`config.mk`:
```
export PLATFORM = sky130hd
export DESIGN_NAME = cache_axi_bridge_flat
export DESIGN_NICKNAME = d
export VERILOG_FILES = /design/src/rtl/cache_axi_bridge_if.sv /design/src/rtl/cache_axi_bridge.sv /design/src/flat_wrapper.sv
export SDC_FILE = /design/constraint.sdc
export NUM_CORES = 1
export LEC_CHECK = 0
export BUFFER_PORTS_ARGS = -buffer_cell sky130_fd_sc_hd__buf_2
export CORE_AREA = 2 2 160 162
export DETAILED_ROUTE_END_ITERATION = 10
export DIE_AREA = 0 0 162 164
export HOLD_SLACK_MARGIN = 0.03
export PLACE_DENSITY = 0.56
export SLEW_MARGIN = 0
export SYNTH_ARGS = -nofsm -noshare
export SYNTH_HDL_FRONTEND = slang
export SYNTH_SLANG_ARGS = --single-unit
export TNS_END_PERCENT = 20
```
`constraint.sdc`:
```
create_clock -name clk -period 3.6 [get_ports clk]
set_clock_uncertainty 0.15 [all_clocks]
set_input_delay 0.36 -clock clk [delete_from_list [all_inputs] [get_ports clk]]
set_output_delay 0.36 -clock clk [all_outputs]
set_load 0.01 [all_outputs]
```
`src/rtl/cache_axi_bridge_if.sv`:
```
// cache_axi_bridge_if
//   Single-beat AXI3 master bus shared by the instruction and data caches.
//   master modport: the bridge drives AR/AW/W channels and R/B readies.
//   slave modport:  memory side, drives the ready/response signals.
//   burst/lock/cache/prot are carried so the bridge can tie them constant.
interface cache_axi_bridge_if;
  logic [3:0]  arid;
  logic [31:0] araddr;
  logic [7:0]  arlen;
  logic [2:0]  arsize;
  logic [1:0]  arburst;
  logic [1:0]  arlock;
  logic [3:0]  arcache;
  logic [2:0]  arprot;
  logic        arvalid;
  logic        arready;

  logic [3:0]  rid;
  logic [31:0] rdata;
  logic [1:0]  rresp;
  logic        rlast;
  logic        rvalid;
  logic        rready;

  logic [3:0]  awid;
  logic [31:0] awaddr;
  logic [7:0]  awlen;
  logic [2:0]  awsize;
  logic [1:0]  awburst;
  logic [1:0]  awlock;
  logic [3:0]  awcache;
  logic [2:0]  awprot;
  logic        awvalid;
  logic        awready;

  logic [31:0] wdata;
  logic [3:0]  wstrb;
  logic        wlast;
  logic        wvalid;
  logic        wready;

  logic [3:0]  bid;
  logic [1:0]  bresp;
  logic        bvalid;
  logic        bready;

  modport master (
    output arid, araddr, arlen, arsize, arburst, arlock, arcache, arprot, arvalid,
    input  arready,
    input  rid, rdata, rresp, rlast, rvalid,
    output rready,
    output awid, awaddr, awlen, awsize, awburst, awlock, awcache, awprot, awvalid,
    input  awready,
    output wdata, wstrb, wlast, wvalid,
    input  wready,
    input  bid, bresp, bvalid,
    output bready
  );

  modport slave (
    input  arid, araddr, arlen, arsize, arburst, arlock, arcache, arprot, arvalid,
    output arready,
    output rid, rdata, rresp, rlast, rvalid,
    input  rready,
    input  awid, awaddr, awlen, awsize, awburst, awlock, awcache, awprot, awvalid,
    output awready,
    input  wdata, wstrb, wlast, wvalid,
    output wready,
    output bid, bresp, bvalid,
    input  bready
  );
endinterface

```
`src/rtl/cache_axi_bridge.sv`:
```
// cache_axi_bridge
//   Turns the instruction- and data-cache sram-like request ports into
//   single-beat AXI3 transactions on one master port. Data has fixed priority
//   over instruction; only one transaction is ever outstanding.
// Ports:
//   clk, rst        clock, synchronous active-high reset
//   inst_* / data_* req/wr/size/addr/wdata in; rdata/addr_ok/data_ok out
//   axi             AXI3 master (cache_axi_bridge_if.master)
module cache_axi_bridge #(
  parameter logic [3:0] INST_ID = 4'd0,
  parameter logic [3:0] DATA_ID = 4'd1
) (
  input  logic        clk,
  input  logic        rst,
  input  logic        inst_req,
  input  logic        inst_wr,
  input  logic [1:0]  inst_size,
  input  logic [31:0] inst_addr,
  input  logic [31:0] inst_wdata,
  output logic [31:0] inst_rdata,
  output logic        inst_addr_ok,
  output logic        inst_data_ok,
  input  logic        data_req,
  input  logic        data_wr,
  input  logic [1:0]  data_size,
  input  logic [31:0] data_addr,
  input  logic [31:0] data_wdata,
  output logic [31:0] data_rdata,
  output logic        data_addr_ok,
  output logic        data_data_ok,
  cache_axi_bridge_if.master axi
);

  typedef enum logic [2:0] {IDLE, RD_ADDR, RD_DATA, WR, WR_RESP} state_t;

  state_t      state, state_next;
  logic        lat_src_data;
  logic        lat_wr;
  logic [1:0]  lat_size;
  logic [31:0] lat_addr;
  logic [31:0] lat_wdata;
  logic        aw_done, w_done;

  logic grant_data, grant_inst, grant, sel_wr;
  logic aw_fire, w_fire, wr_both, txn_done;

  // Grant only in IDLE; data wins. Gating with rst keeps handshakes quiet
  // while the bridge is being reset.
  assign grant_data = (state == IDLE) && !rst && data_req;
  assign grant_inst = (state == IDLE) && !rst && !data_req && inst_req;
  assign grant      = grant_data || grant_inst;
  assign sel_wr     = grant_data ? data_wr : inst_wr;

  // Handshakes derived from state so the FSM never reads its own outputs.
  assign aw_fire  = (state == WR) && !aw_done && axi.awready;
  assign w_fire   = (state == WR) && !w_done && axi.wready;
  assign wr_both  = (aw_done || aw_fire) && (w_done || w_fire);
  assign txn_done = !rst && (((state == RD_DATA) && axi.rvalid) ||
                             ((state == WR_RESP) && axi.bvalid));

  // State register, request latch and write-channel completion flags.
  always_ff @(posedge clk) begin
    if (rst) begin
      state        <= IDLE;
      lat_src_data <= 1'b0;
      lat_wr       <= 1'b0;
      lat_size     <= 2'd0;
      lat_addr     <= 32'd0;
      lat_wdata    <= 32'd0;
      aw_done      <= 1'b0;
      w_done       <= 1'b0;
    end else begin
      state <= state_next;
      if (grant) begin
        lat_src_data <= grant_data;
        lat_wr       <= sel_wr;
        lat_size     <= grant_data ? data_size  : inst_size;
        lat_addr     <= grant_data ? data_addr  : inst_addr;
        lat_wdata    <= grant_data ? data_wdata : inst_wdata;
      end
      // AW and W may complete in either order; flags clear once both are in.
      if ((state == WR) && !wr_both) begin
        aw_done <= aw_done || aw_fire;
        w_done  <= w_done || w_fire;
      end else begin
        aw_done <= 1'b0;
        w_done  <= 1'b0;
      end
    end
  end

  // Next-state and channel valid/ready outputs.
  always_comb begin
    state_next  = state;
    axi.arvalid = 1'b0;
    axi.rready  = 1'b0;
    axi.awvalid = 1'b0;
    axi.wvalid  = 1'b0;
    axi.bready  = 1'b0;
    case (state)
      IDLE: begin
        if (grant) state_next = sel_wr ? WR : RD_ADDR;
      end
      RD_ADDR: begin
        axi.arvalid = 1'b1;
        if (axi.arready) state_next = RD_DATA;
      end
      RD_DATA: begin
        axi.rready = 1'b1;
        if (axi.rvalid) state_next = IDLE;
      end
      WR: begin
        axi.awvalid = !aw_done;
        axi.wvalid  = !w_done;
        if (wr_both) state_next = WR_RESP;
      end
      WR_RESP: begin
        axi.bready = 1'b1;
        if (axi.bvalid) state_next = IDLE;
      end
      default: state_next = IDLE;
    endcase
  end

  // Byte-lane strobe from latched size and low address bits.
  always_comb begin
    case (lat_size)
      2'd0:    axi.wstrb = 4'b0001 << lat_addr[1:0];
      2'd1:    axi.wstrb = 4'b0011 << lat_addr[1:0];
      default: axi.wstrb = 4'b1111;
    endcase
  end

  assign axi.arid    = lat_src_data ? DATA_ID : INST_ID;
  assign axi.araddr  = lat_addr;
  assign axi.arlen   = 8'd0;
  assign axi.arsize  = {1'b0, lat_size};
  assign axi.arburst = 2'b01;
  assign axi.arlock  = 2'b00;
  assign axi.arcache = 4'b0000;
  assign axi.arprot  = 3'b000;

  assign axi.awid    = lat_src_data ? DATA_ID : INST_ID;
  assign axi.awaddr  = lat_addr;
  assign axi.awlen   = 8'd0;
  assign axi.awsize  = {1'b0, lat_size};
  assign axi.awburst = 2'b01;
  assign axi.awlock  = 2'b00;
  assign axi.awcache = 4'b0000;
  assign axi.awprot  = 3'b000;

  assign axi.wdata = lat_wdata;
  assign axi.wlast = 1'b1;

  assign inst_rdata   = axi.rdata;
  assign data_rdata   = axi.rdata;
  assign inst_addr_ok = grant_inst;
  assign data_addr_ok = grant_data;
  assign inst_data_ok = txn_done && !lat_src_data;
  assign data_data_ok = txn_done && lat_src_data;

  // IDs and responses are irrelevant with a single outstanding transaction.
  logic unused_resp;
  assign unused_resp = ^{axi.rid, axi.rresp, axi.rlast, axi.bid, axi.bresp, lat_wr};

endmodule

```
`src/flat_wrapper.sv`:
```
// flat-port wrapper written by rule: the top's interface ports become plain ports
module cache_axi_bridge_flat 
#(
  parameter logic [3:0] INST_ID = 4'd0,
  parameter logic [3:0] DATA_ID = 4'd1
)
  (clk, rst, inst_req, inst_wr, inst_size, inst_addr, inst_wdata, inst_rdata, inst_addr_ok, inst_data_ok, data_req, data_wr, data_size, data_addr, data_wdata, data_rdata, data_addr_ok, data_data_ok, axi_arid, axi_araddr, axi_arlen, axi_arsize, axi_arburst, axi_arlock, axi_arcache, axi_arprot, axi_arvalid, axi_arready, axi_rid, axi_rdata, axi_rresp, axi_rlast, axi_rvalid, axi_rready, axi_awid, axi_awaddr, axi_awlen, axi_awsize, axi_awburst, axi_awlock, axi_awcache, axi_awprot, axi_awvalid, axi_awready, axi_wdata, axi_wstrb, axi_wlast, axi_wvalid, axi_wready, axi_bid, axi_bresp, axi_bvalid, axi_bready);
  cache_axi_bridge_if axi_i ();
  input  logic clk;
  input  logic rst;
  input  logic inst_req;
  input  logic inst_wr;
  input  logic [1:0] inst_size;
  input  logic [31:0] inst_addr;
  input  logic [31:0] inst_wdata;
  output logic [31:0] inst_rdata;
  output logic inst_addr_ok;
  output logic inst_data_ok;
  input  logic data_req;
  input  logic data_wr;
  input  logic [1:0] data_size;
  input  logic [31:0] data_addr;
  input  logic [31:0] data_wdata;
  output logic [31:0] data_rdata;
  output logic data_addr_ok;
  output logic data_data_ok;
  output wire logic [$bits(axi_i.arid)-1:0] axi_arid;
  output wire logic [$bits(axi_i.araddr)-1:0] axi_araddr;
  output wire logic [$bits(axi_i.arlen)-1:0] axi_arlen;
  output wire logic [$bits(axi_i.arsize)-1:0] axi_arsize;
  output wire logic [$bits(axi_i.arburst)-1:0] axi_arburst;
  output wire logic [$bits(axi_i.arlock)-1:0] axi_arlock;
  output wire logic [$bits(axi_i.arcache)-1:0] axi_arcache;
  output wire logic [$bits(axi_i.arprot)-1:0] axi_arprot;
  output wire logic [$bits(axi_i.arvalid)-1:0] axi_arvalid;
  input wire logic [$bits(axi_i.arready)-1:0] axi_arready;
  input wire logic [$bits(axi_i.rid)-1:0] axi_rid;
  input wire logic [$bits(axi_i.rdata)-1:0] axi_rdata;
  input wire logic [$bits(axi_i.rresp)-1:0] axi_rresp;
  input wire logic [$bits(axi_i.rlast)-1:0] axi_rlast;
  input wire logic [$bits(axi_i.rvalid)-1:0] axi_rvalid;
  output wire logic [$bits(axi_i.rready)-1:0] axi_rready;
  output wire logic [$bits(axi_i.awid)-1:0] axi_awid;
  output wire logic [$bits(axi_i.awaddr)-1:0] axi_awaddr;
  output wire logic [$bits(axi_i.awlen)-1:0] axi_awlen;
  output wire logic [$bits(axi_i.awsize)-1:0] axi_awsize;
  output wire logic [$bits(axi_i.awburst)-1:0] axi_awburst;
  output wire logic [$bits(axi_i.awlock)-1:0] axi_awlock;
  output wire logic [$bits(axi_i.awcache)-1:0] axi_awcache;
  output wire logic [$bits(axi_i.awprot)-1:0] axi_awprot;
  output wire logic [$bits(axi_i.awvalid)-1:0] axi_awvalid;
  input wire logic [$bits(axi_i.awready)-1:0] axi_awready;
  output wire logic [$bits(axi_i.wdata)-1:0] axi_wdata;
  output wire logic [$bits(axi_i.wstrb)-1:0] axi_wstrb;
  output wire logic [$bits(axi_i.wlast)-1:0] axi_wlast;
  output wire logic [$bits(axi_i.wvalid)-1:0] axi_wvalid;
  input wire logic [$bits(axi_i.wready)-1:0] axi_wready;
  input wire logic [$bits(axi_i.bid)-1:0] axi_bid;
  input wire logic [$bits(axi_i.bresp)-1:0] axi_bresp;
  input wire logic [$bits(axi_i.bvalid)-1:0] axi_bvalid;
  output wire logic [$bits(axi_i.bready)-1:0] axi_bready;
  assign axi_arid = axi_i.arid;
  assign axi_araddr = axi_i.araddr;
  assign axi_arlen = axi_i.arlen;
  assign axi_arsize = axi_i.arsize;
  assign axi_arburst = axi_i.arburst;
  assign axi_arlock = axi_i.arlock;
  assign axi_arcache = axi_i.arcache;
  assign axi_arprot = axi_i.arprot;
  assign axi_arvalid = axi_i.arvalid;
  assign axi_i.arready = axi_arready;
  assign axi_i.rid = axi_rid;
  assign axi_i.rdata = axi_rdata;
  assign axi_i.rresp = axi_rresp;
  assign axi_i.rlast = axi_rlast;
  assign axi_i.rvalid = axi_rvalid;
  assign axi_rready = axi_i.rready;
  assign axi_awid = axi_i.awid;
  assign axi_awaddr = axi_i.awaddr;
  assign axi_awlen = axi_i.awlen;
  assign axi_awsize = axi_i.awsize;
  assign axi_awburst = axi_i.awburst;
  assign axi_awlock = axi_i.awlock;
  assign axi_awcache = axi_i.awcache;
  assign axi_awprot = axi_i.awprot;
  assign axi_awvalid = axi_i.awvalid;
  assign axi_i.awready = axi_awready;
  assign axi_wdata = axi_i.wdata;
  assign axi_wstrb = axi_i.wstrb;
  assign axi_wlast = axi_i.wlast;
  assign axi_wvalid = axi_i.wvalid;
  assign axi_i.wready = axi_wready;
  assign axi_i.bid = axi_bid;
  assign axi_i.bresp = axi_bresp;
  assign axi_i.bvalid = axi_bvalid;
  assign axi_bready = axi_i.bready;
  cache_axi_bridge #(.INST_ID(INST_ID), .DATA_ID(DATA_ID)) u_core (.clk(clk), .rst(rst), .inst_req(inst_req), .inst_wr(inst_wr), .inst_size(inst_size), .inst_addr(inst_addr), .inst_wdata(inst_wdata), .inst_rdata(inst_rdata), .inst_addr_ok(inst_addr_ok), .inst_data_ok(inst_data_ok), .data_req(data_req), .data_wr(data_wr), .data_size(data_size), .data_addr(data_addr), .data_wdata(data_wdata), .data_rdata(data_rdata), .data_addr_ok(data_addr_ok), .data_data_ok(data_data_ok), .axi(axi_i));
endmodule
```
# Word-level counts from Yosys, hierarchy flattened
# Cells that the tools add are included.
[op_classes]
n_eq_ne = 10
bitwise = 1
mux = 18
shift = 2
reduce_logical = 29
[op_table]
columns = ["operator", "n"]
rows = [
  ["$mux 32", 2],
  ["$logic_and 1x1->1", 15],
  ["$mux 3", 5],
  ["$pmux 3 s5", 1],
  ["$pmux 4 s2", 1],
  ["$mux 1", 7],
  ["$eq 3x2->1 const B", 2],
  ["$logic_not 1->1", 6],
  ["$ne 2x2->1 const B", 3],
  ["$reduce_and 5->1", 1],
  ["$logic_or 1x1->1", 4],
  ["$mux 2", 2],
  ["$ne 2x1->1 const B", 2],
  ["$shl 1x2->4 const A", 1],
  ["$shl 2x2->4 const A", 1],
  ["$eq 3x1->1 const B", 1],
  ["$eq 3x3->1 const B", 1],
  ["$logic_not 3->1", 1],
  ["$eq 2x1->1 const B", 1],
  ["$logic_not 2->1", 1],
  ["$reduce_or 2->1", 1],
  ["$not 1->1", 1],
]
[totals]
input_bits = 188
ff_bits = 72

# Depth between registers and ports, before layout
[logic_depth]
ltp_word = 9
depth_mapped = 7
mapped_depth_nobuf = 4

# Least setup slack after synthesis
# Ideal clock, no wire load.
[synth_path]
path_type = "input -> output"
start = "input port data_req"
end = "output port inst_addr_ok"
setup_slack_ns = 1.779
path_stages = 5
arrival_time_ns = 1.311
path_buffers = 2
cell_sequence = "clkbuf_1 > inv_1 > clkbuf_1 > nand2_1 > nor2_1"
[synth_via]
elab_chain_cells = 3
[synth_rtl]
columns = ["item", "line", "source"]
rows = [
  ["start: declaration", "flat_wrapper.sv:19", "input logic data_req;"],
  ["$logic_not 1->1", "cache_axi_bridge.sv:50", "assign grant_inst = (state == IDLE) && !rst && !data_req && inst_req;"],
  ["$logic_and 1x1->1 (2 in series)", "cache_axi_bridge.sv:50", ""],
  ["end: declaration", "flat_wrapper.sv:17", "output logic inst_addr_ok;"],
]
# Every way passes these cells.

# Worst setup path in the final report
[layout_path]
start = "register u_core.state[0]"
end = "register u_core.lat_addr[23] (netlist: u_core.axi.araddr[23])"
[layout_via]
elab_chain_cells = 5
word_cells_on_any_way = 7
classes_between = "mux: 1; reduce/logical: 6"
[layout_rtl]
columns = ["item", "line", "source"]
rows = [
  ["start: declaration", "cache_axi_bridge.sv:36", "state_t state, state_next;"],
  ["start signal: assignment", "cache_axi_bridge.sv:73", "state <= state_next;"],
  ["$logic_not 3->1 (*)", "cache_axi_bridge.sv:49, cache_axi_bridge.sv:50", ""],
  ["$logic_and 1x1->1 (*)", "cache_axi_bridge.sv:49, cache_axi_bridge.sv:50", ""],
  ["$logic_and 1x1->1 (2 in series)", "cache_axi_bridge.sv:50", ""],
  ["$logic_or 1x1->1", "cache_axi_bridge.sv:51", "assign grant = grant_data || grant_inst;"],
  ["end signal: assignment", "cache_axi_bridge.sv:78", "lat_addr <= grant_data ? data_addr : inst_addr;"],
  ["end: declaration", "cache_axi_bridge.sv:40", "logic [31:0] lat_addr;"],
]
# Every way passes the cells marked *; elsewhere a longest branch is shown, timed or not.
# A chain may end at the register's enable or synchronous reset.

==> metrics.md <==
| Metric | Value |
|---|---|
| Library cell with the highest instance count after synthesis | `buf_4` |
| Total power per unit cell area | `491 nW/µm²` |
| Fin nets | `956` |
| Chip Width | `162 µm` |
| Final antenna diode count | `0` |
| Number of design-rule violations left by the first detailed-router iteration | `272` |
| Share of the clock period used by the worst path | `72.9%` |
| Via density per instance | `4.04` |
| Instance area at placement | `5380 µm²` |
| Clock Sinks | `72` |
| Category of the worst setup path capture point | `flip-flop` |
| Detailed Routing Iterations Pass 1 | `4` |
| CTS H-tree lvls | `3` |
| Primary flip-flop cell chosen by synthesis mapping | `dfxtp_1` |
| Highest attainable clock frequency | `0.381 GHz` |
| Floorplan Core Area | `24,800 µm²` |
| Total Routing Usage GR | `11.7%` |
| Total buffers and inverters traversed by the critical path | `1` |
| Arrival time at the worst endpoint | `2660 ps` |
| Synth top area cells | `dfxtp_1 30%, buf_4 23%, nor2_1 11%` |
| Actual slew at the worst max-slew pin | `835 ps` |
| Number of buffers between clock root and the deepest sink | `2` |
| Count of cells resized by post-cts repair | `0` |
| Startpoint class of the critical path | `flip-flop` |
| Leakage power | `2.68 nW` |
| Post-CTS setup buffer count | `0` |
| HP Class | `input port to flip-flop` |
| Post-synth top area share | `30.3%` |
| Root Buffer Master | `clkbuf_16` |
| Status | `finished clean` |
| Count of flip-flops with a built-in enable after synthesis | `0` |
| Residual overflow from global routing | `0` |
| Number of hold buffers added after cts | `0` |
| Post-Syn Area per Cell | `7.45 µm²` |
| Worst-case hold slack | `182 ps` |
| Cells along the critical path | `or3_1, nor2_4, buf_4, a211oi_1` |
| Worst ir drop on vdd | `0.155 mV` |
| CP required | `3640 ps` |
| Layout-stage area growth over the synthesis result | `19.8%` |
| Vertical extent of the die | `164 µm` |
| Share of flip-flops with an asynchronous set or reset after synthesis | `0%` |
| Via count of the first global-routing pass | `4,023` |
| Total of endpoints with negative setup slack in the final report | `0` |
| Layout Cell Area excl Fill | `5700 µm²` |
| Port Buffers | `257` |
| Worst Path Max Fanout | `44` |
| Register area share after synthesis | `30.3%` |
| Setup repair after global routing missed its margin | `no` |
| Core Rows | `58` |
| Library cell with the largest summed area after synthesis | `dfxtp_1` |
| Number of distinct library cells after synthesis | `33` |
| Share of final-layout standard cells stronger than drive strength 1 | `41.0%` |
| Combined area of all synthesized cells | `4760 µm²` |
| Max Cap Violations | `0` |
| Clock latency on the worst-skew pair | `340 ps` |
| Critical Path Slowest Stage Cell | `nor2_4` |
| Clock tree from TritonCTS | `done` |
| Starting density of the core | `19.2%` |
| Global-route wire length before repair | `23,500 µm` |
| Total negative setup slack | `0 ps` |
| DIE AREA | `26,600 µm²` |
| Count of yosys warnings during synthesis | `0` |
| Final design utilization | `23.0%` |
| Number of vias in the routed layout | `4,452` |
| Setup WS pre-CTS | `963 ps` |
| Register clock-pin slew on the reported worst setup and hold paths | `70 ps` |
| Filler cell count | `2,823` |
| Final Hold Viols | `0` |
| Time the final worst path needs with I/O delays and setup | `2620 ps` |
| Number of buffers created by CTS | `9` |
| Antenna violations before repair | `0` |
| Number of I/O pins | `414` |
| Class of the most critical setup path | `flip-flop to flip-flop` |
| Remaining number of nets flagged by the antenna check after routing | `0` |
| Total Wirelength | `16,400 µm` |
| Crit path max-delay family | `simple AND/OR/NAND/NOR gates` |
| Setup slack after layout | `977 ps` |
| FF+latch count, synth | `72` |
| Final Wtd Congestion | `0.785` |
| Number of design rule violations left after detail routing | `0` |
| Pin count of the biggest net entering global routing | `51` |
| Worst stage delay on the critical path | `650 ps` |
| Leading cell types by count after synthesis | `147 x buf_4, 142 x nor2_1, 72 x dfxtp_1` |
| Wire length per cell | `14.8 µm` |
| Final Slew Violations | `0` |
| Sum of net half-perimeters after detailed placement | `11,900 µm` |
| Relative slew slack | `44.2%` |
| Post-Synthesis Cells | `639` |
[cells in the final DEF, fill, tap and decap left out, types with 2 or more instances in the layout]
master,instances
bufinv_16,2
nor2_1,141
dfxtp_1,72
inv_1,2
o21bai_1,2
buf_4,9
nand2b_1,5
clkinvlp_4,2
o21ai_0,64
conb_1,47
nor4b_1,2
clkinv_2,2
buf_2,256
nor2_4,2
a211oi_1,37
nand2_1,64
a21oi_1,3
clkbuf_16,9
a211oi_2,30
o22ai_1,6
[routing by layer]
metal,global-route usage (%),vias up,wire length (µm)
met5,0,-,0
met4,4.91,0,519
met3,3.01,53,1210
met2,20.6,195,7940
met1,13.5,2022,6700
li1,-,2182,-
[power by group]
| part | internal [mW] | switching, mW |
|---|---|---|
| registers | 0.906 | 0.0829 |
| clock network | 0.608 | 0.394 |
| logic | 0.322 | 0.488 |
[logic make-up (layout without fill, tap and decap cells)]
kind of cell / after synthesis / in the layout / share of synthesized area (%)
other cells: 2 / 47 / 0.158
compound gates: 146 / 146 / 22.6
mux: 2 / 2 / 0.447
buf+inv: 195 / 284 / 27.8
flops: 72 / 72 / 30.3
simple gates: 222 / 222 / 18.7
[worst reg2reg max path: stages (launching register included)]
cell,delay [ps]
dfxtp_1,390
or3_1,440
nor2_4,650
buf_4,610
a211oi_1,220
[final cells by class]
| class | count | area, µm² | area share [%] |
|---|---|---|---|
| Timing Repair Buffer | 265 | 1350 | 23.7 |
| Inverter | 3 | 11.3 | 0.197 |
| Sequential cell | 72 | 1440 | 25.3 |
| Clock inverter | 7 | 93.8 | 1.65 |
| Multi-Input combinational cell | 417 | 2170 | 38.0 |
| Clock buffer | 9 | 225 | 3.95 |
| Tap cell | 330 | 413 | 7.24 |
[sequential cells by signal, indices dropped and copies added (netlist names)]
| register | count |
|---|---|
| u_core.aw_done | 1 |
| u_core.axi.araddr | 32 |
| u_core.lat_src_data | 1 |
| u_core.lat_size | 2 |
| u_core.axi.wdata | 32 |
| u_core.state | 3 |
| u_core.w_done | 1 |
[worst paths after layout]
check,start,to,slack [ps],cells after the start
worst min-delay path,axi_awready,u_core.w_done,180,3
worst max register to register,u_core.state[0],u_core.axi.araddr[23],980,4
worst min register to register,u_core.axi.wdata[1],u_core.axi.wdata[1],350,2
worst max-delay path,u_core.state[0],u_core.axi.araddr[23],980,4
[through the flow]
| step | power [mW] | instances |
|---|---|---|
| finish | 2.80 | 1103 |
| global route | 3.00 | 1103 |
| CTS | 2.87 | 1103 |
| detailed placement | 1.83 | 1087 |
| global placement | 1.82 | 1087 |
| floorplan | 1.67 | 684 |
No activity file was read; power rests on OpenSTA's default activity.
